$ cat config.mk
export PLATFORM = sky130hd
export DESIGN_NAME = data_serializer
export DESIGN_NICKNAME = d
export VERILOG_FILES = /design/src/rtl/data_serializer.sv
export SDC_FILE = /design/constraint.sdc
export NUM_CORES = 1
export LEC_CHECK = 0
export CAP_MARGIN = 25
export CORE_UTILIZATION = 46
export DETAILED_ROUTE_END_ITERATION = 8
export PLACE_DENSITY = 0.72
export SLEW_MARGIN = 20
export SYNTH_ARGS = -nofsm -noshare
export SYNTH_HDL_FRONTEND = slang
export SYNTH_SLANG_ARGS = --single-unit
$ cat constraint.sdc
create_clock -name clk -period 7.9 [get_ports clk]
set_input_delay 1.58 -clock clk [delete_from_list [all_inputs] [get_ports clk]]
set_output_delay 1.58 -clock clk [all_outputs]
set_load 0.005 [all_outputs]
$ cat src/rtl/data_serializer.sv
// data_serializer: captures four parallel words on a start pulse and emits
// them byte 0 first on one bus, each marked by a one-cycle low data_ready.
// Latency: start edge E0 -> byte0 strobe after E1; byte n strobe after E(1+n)+n*GAP.
// Backpressure: hold=1 freezes emission and gap counting; start while busy is dropped.
// Ports:
//   clk, rst        clock and synchronous active-high reset
//   start           frame request, sampled only while idle
//   datain0..3      words captured at start, emitted in index order
//   hold            stall; no emission or gap countdown on that edge
//   dataout         registered byte bus, keeps the last emitted byte
//   data_ready      registered active-low byte strobe
//   busy            registered frame-in-progress flag
//   done            registered one-cycle pulse after the last byte
module data_serializer #(
  parameter int WIDTH = 8,
  parameter int GAP   = 0
) (
  input  logic             clk,
  input  logic             rst,
  input  logic             start,
  input  logic [WIDTH-1:0] datain0,
  input  logic [WIDTH-1:0] datain1,
  input  logic [WIDTH-1:0] datain2,
  input  logic [WIDTH-1:0] datain3,
  input  logic             hold,
  output logic [WIDTH-1:0] dataout,
  output logic             data_ready,
  output logic             busy,
  output logic             done
);

  typedef enum logic [1:0] {
    IDLE   = 2'd0,
    SEND   = 2'd1,
    FINISH = 2'd2
  } state_t;

  localparam logic [7:0] GAP_LOAD = 8'(GAP);

  state_t           state, state_nxt;
  logic [1:0]       idx, idx_nxt;
  logic [7:0]       gap_cnt, gap_cnt_nxt;
  logic [WIDTH-1:0] shadow [4];
  logic [WIDTH-1:0] shadow_nxt [4];
  logic [WIDTH-1:0] dataout_nxt;
  logic             data_ready_nxt;
  logic             busy_nxt;
  logic             done_nxt;

  always_ff @(posedge clk) begin
    if (rst) begin
      state      <= IDLE;
      idx        <= 2'd0;
      gap_cnt    <= 8'd0;
      for (int i = 0; i < 4; i++) shadow[i] <= '0;
      dataout    <= '0;
      data_ready <= 1'b1;
      busy       <= 1'b0;
      done       <= 1'b0;
    end else begin
      state      <= state_nxt;
      idx        <= idx_nxt;
      gap_cnt    <= gap_cnt_nxt;
      for (int i = 0; i < 4; i++) shadow[i] <= shadow_nxt[i];
      dataout    <= dataout_nxt;
      data_ready <= data_ready_nxt;
      busy       <= busy_nxt;
      done       <= done_nxt;
    end
  end

  always_comb begin
    // Strobe idles high and done is a pulse, so both default to inactive;
    // everything else holds unless a state explicitly moves it.
    state_nxt      = state;
    idx_nxt        = idx;
    gap_cnt_nxt    = gap_cnt;
    for (int i = 0; i < 4; i++) shadow_nxt[i] = shadow[i];
    dataout_nxt    = dataout;
    data_ready_nxt = 1'b1;
    busy_nxt       = busy;
    done_nxt       = 1'b0;

    case (state)
      IDLE: begin
        if (start) begin
          // Snapshot the words so the source may change them mid-frame.
          shadow_nxt[0] = datain0;
          shadow_nxt[1] = datain1;
          shadow_nxt[2] = datain2;
          shadow_nxt[3] = datain3;
          idx_nxt       = 2'd0;
          gap_cnt_nxt   = 8'd0;
          busy_nxt      = 1'b1;
          state_nxt     = SEND;
        end
      end

      SEND: begin
        if (hold) begin
          // Stall: nothing advances, strobe stays high.
        end else if (gap_cnt != 8'd0) begin
          gap_cnt_nxt = gap_cnt - 8'd1;
        end else begin
          dataout_nxt    = shadow[idx];
          data_ready_nxt = 1'b0;
          if (idx == 2'd3) begin
            state_nxt = FINISH;
          end else begin
            idx_nxt     = idx + 2'd1;
            gap_cnt_nxt = GAP_LOAD;
          end
        end
      end

      FINISH: begin
        busy_nxt  = 1'b0;
        done_nxt  = 1'b1;
        state_nxt = IDLE;
      end

      default: begin
        state_nxt = IDLE;
      end
    endcase
  end

endmodule

Word level (Yosys, flattened, before mapping)
Memories as Yosys holds them, arrays and structs flattened. A register that Yosys moved wholly into a read port is not among the register bits.
Index checks and enable logic that the tools add are counted.
- output and inout bits: 11
- flip-flop bits (word level): 15
- memories: 1
- memory bits (writable): 32
- input port bits: 36
- memory list (memory ; depth ; width ; rd ports ; clocked after Yosys merged registers in ; wr ports ; RTL line ; text):
    shadow ; 4 ; 8 ; 1 ; 1 ; 4 ; 43 ; logic [WIDTH-1:0] shadow [4];
- $add $sub $neg: 2
- mux-type cells: 28
- reductions and logical operators: 11
- bitwise operators: 7
- equal/unequal tests: 11
- operator list (cell ; number):
    2-to-1 mux 32 bit ; 2
    2-to-1 mux 8 bit ; 8
    2-to-1 mux 2 bit ; 8
    one-hot mux 8 bit (2 select lines) ; 1
    inequality test 2 bit, second input constant ; 6
    one-hot mux 2 bit (2 select lines) ; 2
    AND reduction 4 bit ; 2
    nonzero test 8 bit ; 1
    subtractor 8 x 1 -> 8 bit, second input constant ; 1
    2-to-1 mux 1 bit ; 6
    AND reduction 3 bit ; 2
    AND reduction 5 bit ; 1
    == test 2 bit, second input constant ; 2
    OR 1 bit ; 4
    nonzero test 2 bit ; 2
    inequality test 3 bit, second input constant ; 1
    NOT 1 bit ; 3
    OR reduction 3 bit ; 1
    adder 2 x 1 -> 2 bit, second input constant ; 1
    == test 2 x 1 -> 1 bit, second input constant ; 1
    zero test 2 bit ; 1
    one-hot mux 1 bit (2 select lines) ; 1
    AND reduction 2 bit ; 1
    inequality test 1 bit, second input constant ; 1

Longest topological paths before layout
- depth after elaboration: 5
- gate-level depth with buffers: 7
- depth with buffers taken out: 6

Worst setup path before layout
No wires, ideal clock.
- kind: input -> register
- start point: in start
- end point: mem shadow[0][0] (enable)
- data required time: 7.472 ns
- buffers on the path: 0
- data arrival time: 3.204 ns
- path slack: 4.268 ns
- stages: 2
- library setup time: 0.428 ns
- cell sequence: nand2b_1 > o21bai_1
- RTL lines (element ; RTL line ; text):
    from (decl) ; 20 ; input logic start,
    to (decl) ; 43 ;

Worst setup path in the final report
- start point: in hold
- end point: reg idx[0]
- word-level cells in the longest chain between the ends: 2
- ends and longest elaborated chain (element ; RTL line ; text):
    from (decl) ; 25 ; input logic hold,
    inequality test 2 bit (no source line) ; -- ;
    AND reduction 5 bit (no source line) ; -- ;
    to (signal assigned) ; 62 ; idx <= idx_nxt;
    to (decl) ; 41 ; logic [1:0] idx, idx_nxt;
Every way passes these cells.
A chain may end at the register's enable or synchronous reset.

==> summary by stage <==
Run status
The run finished with clean final reports.

GRT
The global-route track usage on met1 is 20.1%. The first global-routing pass estimated 6380 um of wire. Global routing used 5.89% of the available met3 tracks. The met2 track utilization from global routing is 24.5%. The maximum number of pins on one net before global-route repair is 34. The combined global-route utilization of all metal layers is 15.6%. The global routing stage identified its most utilized layer as met2.

The via count of the first global-routing pass came to 1,385. The number of antenna violations at the first check in global routing came to 0. The total overflow left after global routing is 0.

Placed design
The instance area after placement is 2940 um^2. The placer's final routability congestion estimate is 0.790. The quantity of I/O buffers inserted on ports is 46. Detailed placement finished with a half-perimeter wire length of 2740 um. The cell count after placement is 297.

Synthesis
The mux cell area share after synthesis is 10.7%. Averaged over all synthesized cells, the footprint is between 10 and 15 um^2. The count of yosys warnings during synthesis is 0. The share of synthesized area in the top cell type comes to 39.5%. After synthesis, the largest family of logic cells by area is simple AND/OR/NAND/NOR gates. The arithmetic-cell share of the synthesized area counting full adders, half adders and majority gates is around 1.5%. The post-synthesis cell count is between 150 and 200. Among all flip-flop cells after synthesis, the most frequent one is sky130_fd_sc_hd__edfxtp_1. The share of the synthesized area in compound gates (AO/OA/AOI/OAI) is between 7 and 8%. Sorting the synthesized cells by how often they occur yields sky130_fd_sc_hd__and2_1, sky130_fd_sc_hd__edfxtp_1, sky130_fd_sc_hd__dfxtp_1. The post-synth net total is 228. Summing the areas of all xor and xnor instances in the mapped netlist gives 0% of the synthesized area. The sequential area share after synthesis is about three fifths. After synthesis, the netlist uses 33 different library cells. Sorting the synthesized cells by area gives the leading types as sky130_fd_sc_hd__edfxtp_1, sky130_fd_sc_hd__dfxtp_1, sky130_fd_sc_hd__and2_1. The number of synthesized flops with an enable pin is 32. After synthesis, the share of flip-flops with an asynchronous set or reset is 0%. The cell type contributing the most total cell area after synthesis is sky130_fd_sc_hd__edfxtp_1. Counting flops and latches in the post-synthesis netlist gives 55. The combined area of all synthesized cells is around 2400 um^2. The area share of and/or/nand/nor cells after synthesis is between 10% and 20%.

STA
Setup repair after global routing left no endpoint under its margin. The time the final worst path needs with I/O delays and setup is between 3000 and 4000 ps. The transition time at the pin with the least slew margin is 693 ps. On the final layout, the worst clock skew is approximately 15 ps. Dividing the final minimum period by the clock period gives between 40% and 50%. The number of pins exceeding their max-slew limit in the final report is 0. Setup violations remaining at the end of the flow were counted as 0. The number of failing hold endpoints at the final stage is 0. Timing would allow up to 305 MHz. The worst slack on hold paths is 474 ps.

The relative slew slack is 53.6%. The sum of negative setup slack is 0 ps.

Floorplanning
The die extent in x is 74.8 um. The die span in y is 74.8 um. The total core area is 5110 um^2. Once the floorplan was initialized, standard cells occupied 47.7% of the core. Row generation in the floorplan step produced 26 rows. The total I/O pin count is 47. The die area is 5590 um^2.

Setup path
The logic depth of the worst register-to-register path is 6. The nature of the critical path endpoint is a flop. The worst setup path is launched from a primary input. The top fanout value on the critical path is 10. The startpoint identified for the worst register-to-register timing path is gap_cnt[0]$_SDFFE_PP0P_. The critical path start-end classification is in2reg. Tracing the worst setup path back leads to its startpoint at hold.

In this run the register-to-register setup slack is about 5700 ps. The endpoint required time on the critical path is 8120 ps. The arrival time reported for the critical path endpoint is roughly 3500 ps.

The capturing point of the worst reg2reg path is idx[0]$_SDFFE_PP0P_.

Pwr
The share of total power consumed by net switching is between 20 and 30%. The total power per unit cell area is 200 nW/um^2. The combinational cell fraction of total power is 17.3%.

The fraction of power consumed by sequential logic is a little under three fifths. The total internal power is 451 uW. The power dissipated by switching net loads is 155 uW. Power comes to approximately 610 uW. The maximum vdd drop is between 0.1 and 0.15 mV.

The clock share of power is 25.9%. The leakage component of the power is between 0.001 and 0.0015 uW.

Clock tree
After clock tree synthesis, the repair step resized 0 gates. The sink count of the clock tree is 55. Clock tree synthesis inserted a total of 5 buffers. The CTS clock-pin slew for the worst setup and hold paths is 100 ps.

In this run the deepest clock path goes through 2 buffers. The total number of H-tree levels is 2. In this run, post-CTS hold repair placed 0 buffers. The root buffer cell chosen for the clock tree is sky130_fd_sc_hd__clkbuf_8. The CTS tree is yes. In this run the post-CTS setup repair buffer count came out at 0. The clock latency on the worst-skew pair is 310 ps.

Drt
The total number of vias is between 1,500 and 2,000. For this run, design rule violations remaining after detail routing come to 0. The via count normalized by instance count is 5.02. Wires add up to 3990 um. The per-cell routed wire length is 13.1 um. The count of nets left with antenna violations once routing finished came out at 0.

The number of DRC markers in iteration 0 is 38. The number of detailed-routing iterations run before antenna repair is 2.

Layout
The final-layout fill cell count is between 400 and 500. Of the cells placed in the final design, the portion with a size suffix greater than 1 is between 10% and 20%. From synthesis to final layout, the design area changed by 24.5%. The number of antenna cells inserted is 0. In the final layout, the multi-input gates occupy 923 um^2. After routing the design area is 3030 um^2. After the last flow step, the layout net total stands at 273.

Excluding fillers, the count of instances in the completed layout stands at 305. The storage element area is 1420 um^2.

Min path
The startpoint identified for the worst hold timing path is busy$_SDFFE_PP0P_. The type of the worst min-delay path is reg2reg. The worst hold path endpoint is busy$_SDFFE_PP0P_. The cell depth of the worst min-delay path is 2.

Run
The tool flagged a number of max-cap violations equal to 0.
final cells by class:
| cell class | instances | share of cell area (%) |
|---|---|---|
| clock buffer | 6 | 2.39 |
| clock inverter | 2 | 0.578 |
| inverter | 9 | 1.11 |
| multi-input combinational | 115 | 30.5 |
| sequential | 55 | 46.9 |
| tap | 70 | 2.89 |
| timing repair buffer | 48 | 15.7 |
stage by stage:
| stage | worst slack, ps | utilization, % |
|---|---|---|
| after floorplan | 4270 | - |
| after global placement | 4400 | 57.6 |
| after detailed placement | 4330 | 57.6 |
| after CTS | 4640 | 59.4 |
| after global routing | 4500 | 59.4 |
| final | 4620 | 59.4 |
metal layers:
layer | part of all wire, % | vias up | routed length, um
met5 | 0 | - | 0
met4 | 1.4 | 0 | 56
met3 | 3.6 | 6 | 144
met2 | 50 | 29 | 2020
met1 | 44 | 716 | 1780
li1 | - | 779 | -
placed cells by master (no fill, tap or decap), drive strengths merged, types with 7 or more instances in the layout:
cell type and instances:
inv 10, and2 32, nor2 10, a21oi 9, edfxtp 32, dfxtp 23
mux4 8, o31ai 7, clkdlybuf4s50 46, mux2i 8
power groups by stage:
stage / clock, uW / combinational, uW / sequential (uW)
floorplan: 0 / 73.9 / 346
global placement: 0 / 102 / 350
detailed placement: 0 / 105 / 351
CTS: 161 / 105 / 345
global route: 173 / 115 / 348
finish: 157 / 104 / 344
worst max-delay path: stages:
cell and delay [ps]:
sky130_fd_sc_hd__clkdlybuf4s50_1 440, sky130_fd_sc_hd__nor3b_1 320, sky130_fd_sc_hd__nand3_1 540, sky130_fd_sc_hd__or3_1 500, sky130_fd_sc_hd__a21oi_1 120
logic make-up (layout without fill, tap and decap cells):
family / Yosys count / after routing
AOI/OAI and AO/OA: 25 / 25
buffers and inverters: 19 / 65
DFF: 55 / 55
adders and majority gates: 3 / 3
and+or+nand+nor: 71 / 71
muxes: 16 / 16
how the worst max path moves through the flow:
stage | endpoint | slack [ps] | depth (start not counted)
after floorplan | shadow[0][0]$_SDFFCE_PN0P_ | 4270 | 2
after global placement | idx[0]$_SDFFE_PP0P_ | 4400 | 5
after detailed placement | idx[0]$_SDFFE_PP0P_ | 4330 | 5
after CTS | idx[0]$_SDFFE_PP0P_ | 4640 | 5
after global routing | idx[0]$_SDFFE_PP0P_ | 4500 | 5
final | idx[0]$_SDFFE_PP0P_ | 4620 | 5
sequential cells by signal (all words and copies together), names as in the netlist:
| signal | flops |
|---|---|
| gap_cnt | 8 |
| dataout | 8 |
| idx | 2 |
| data_ready | 1 |
| state | 2 |
| done | 1 |
| shadow | 32 |
| busy | 1 |
Note: power is estimated with default switching activity, not from simulation.
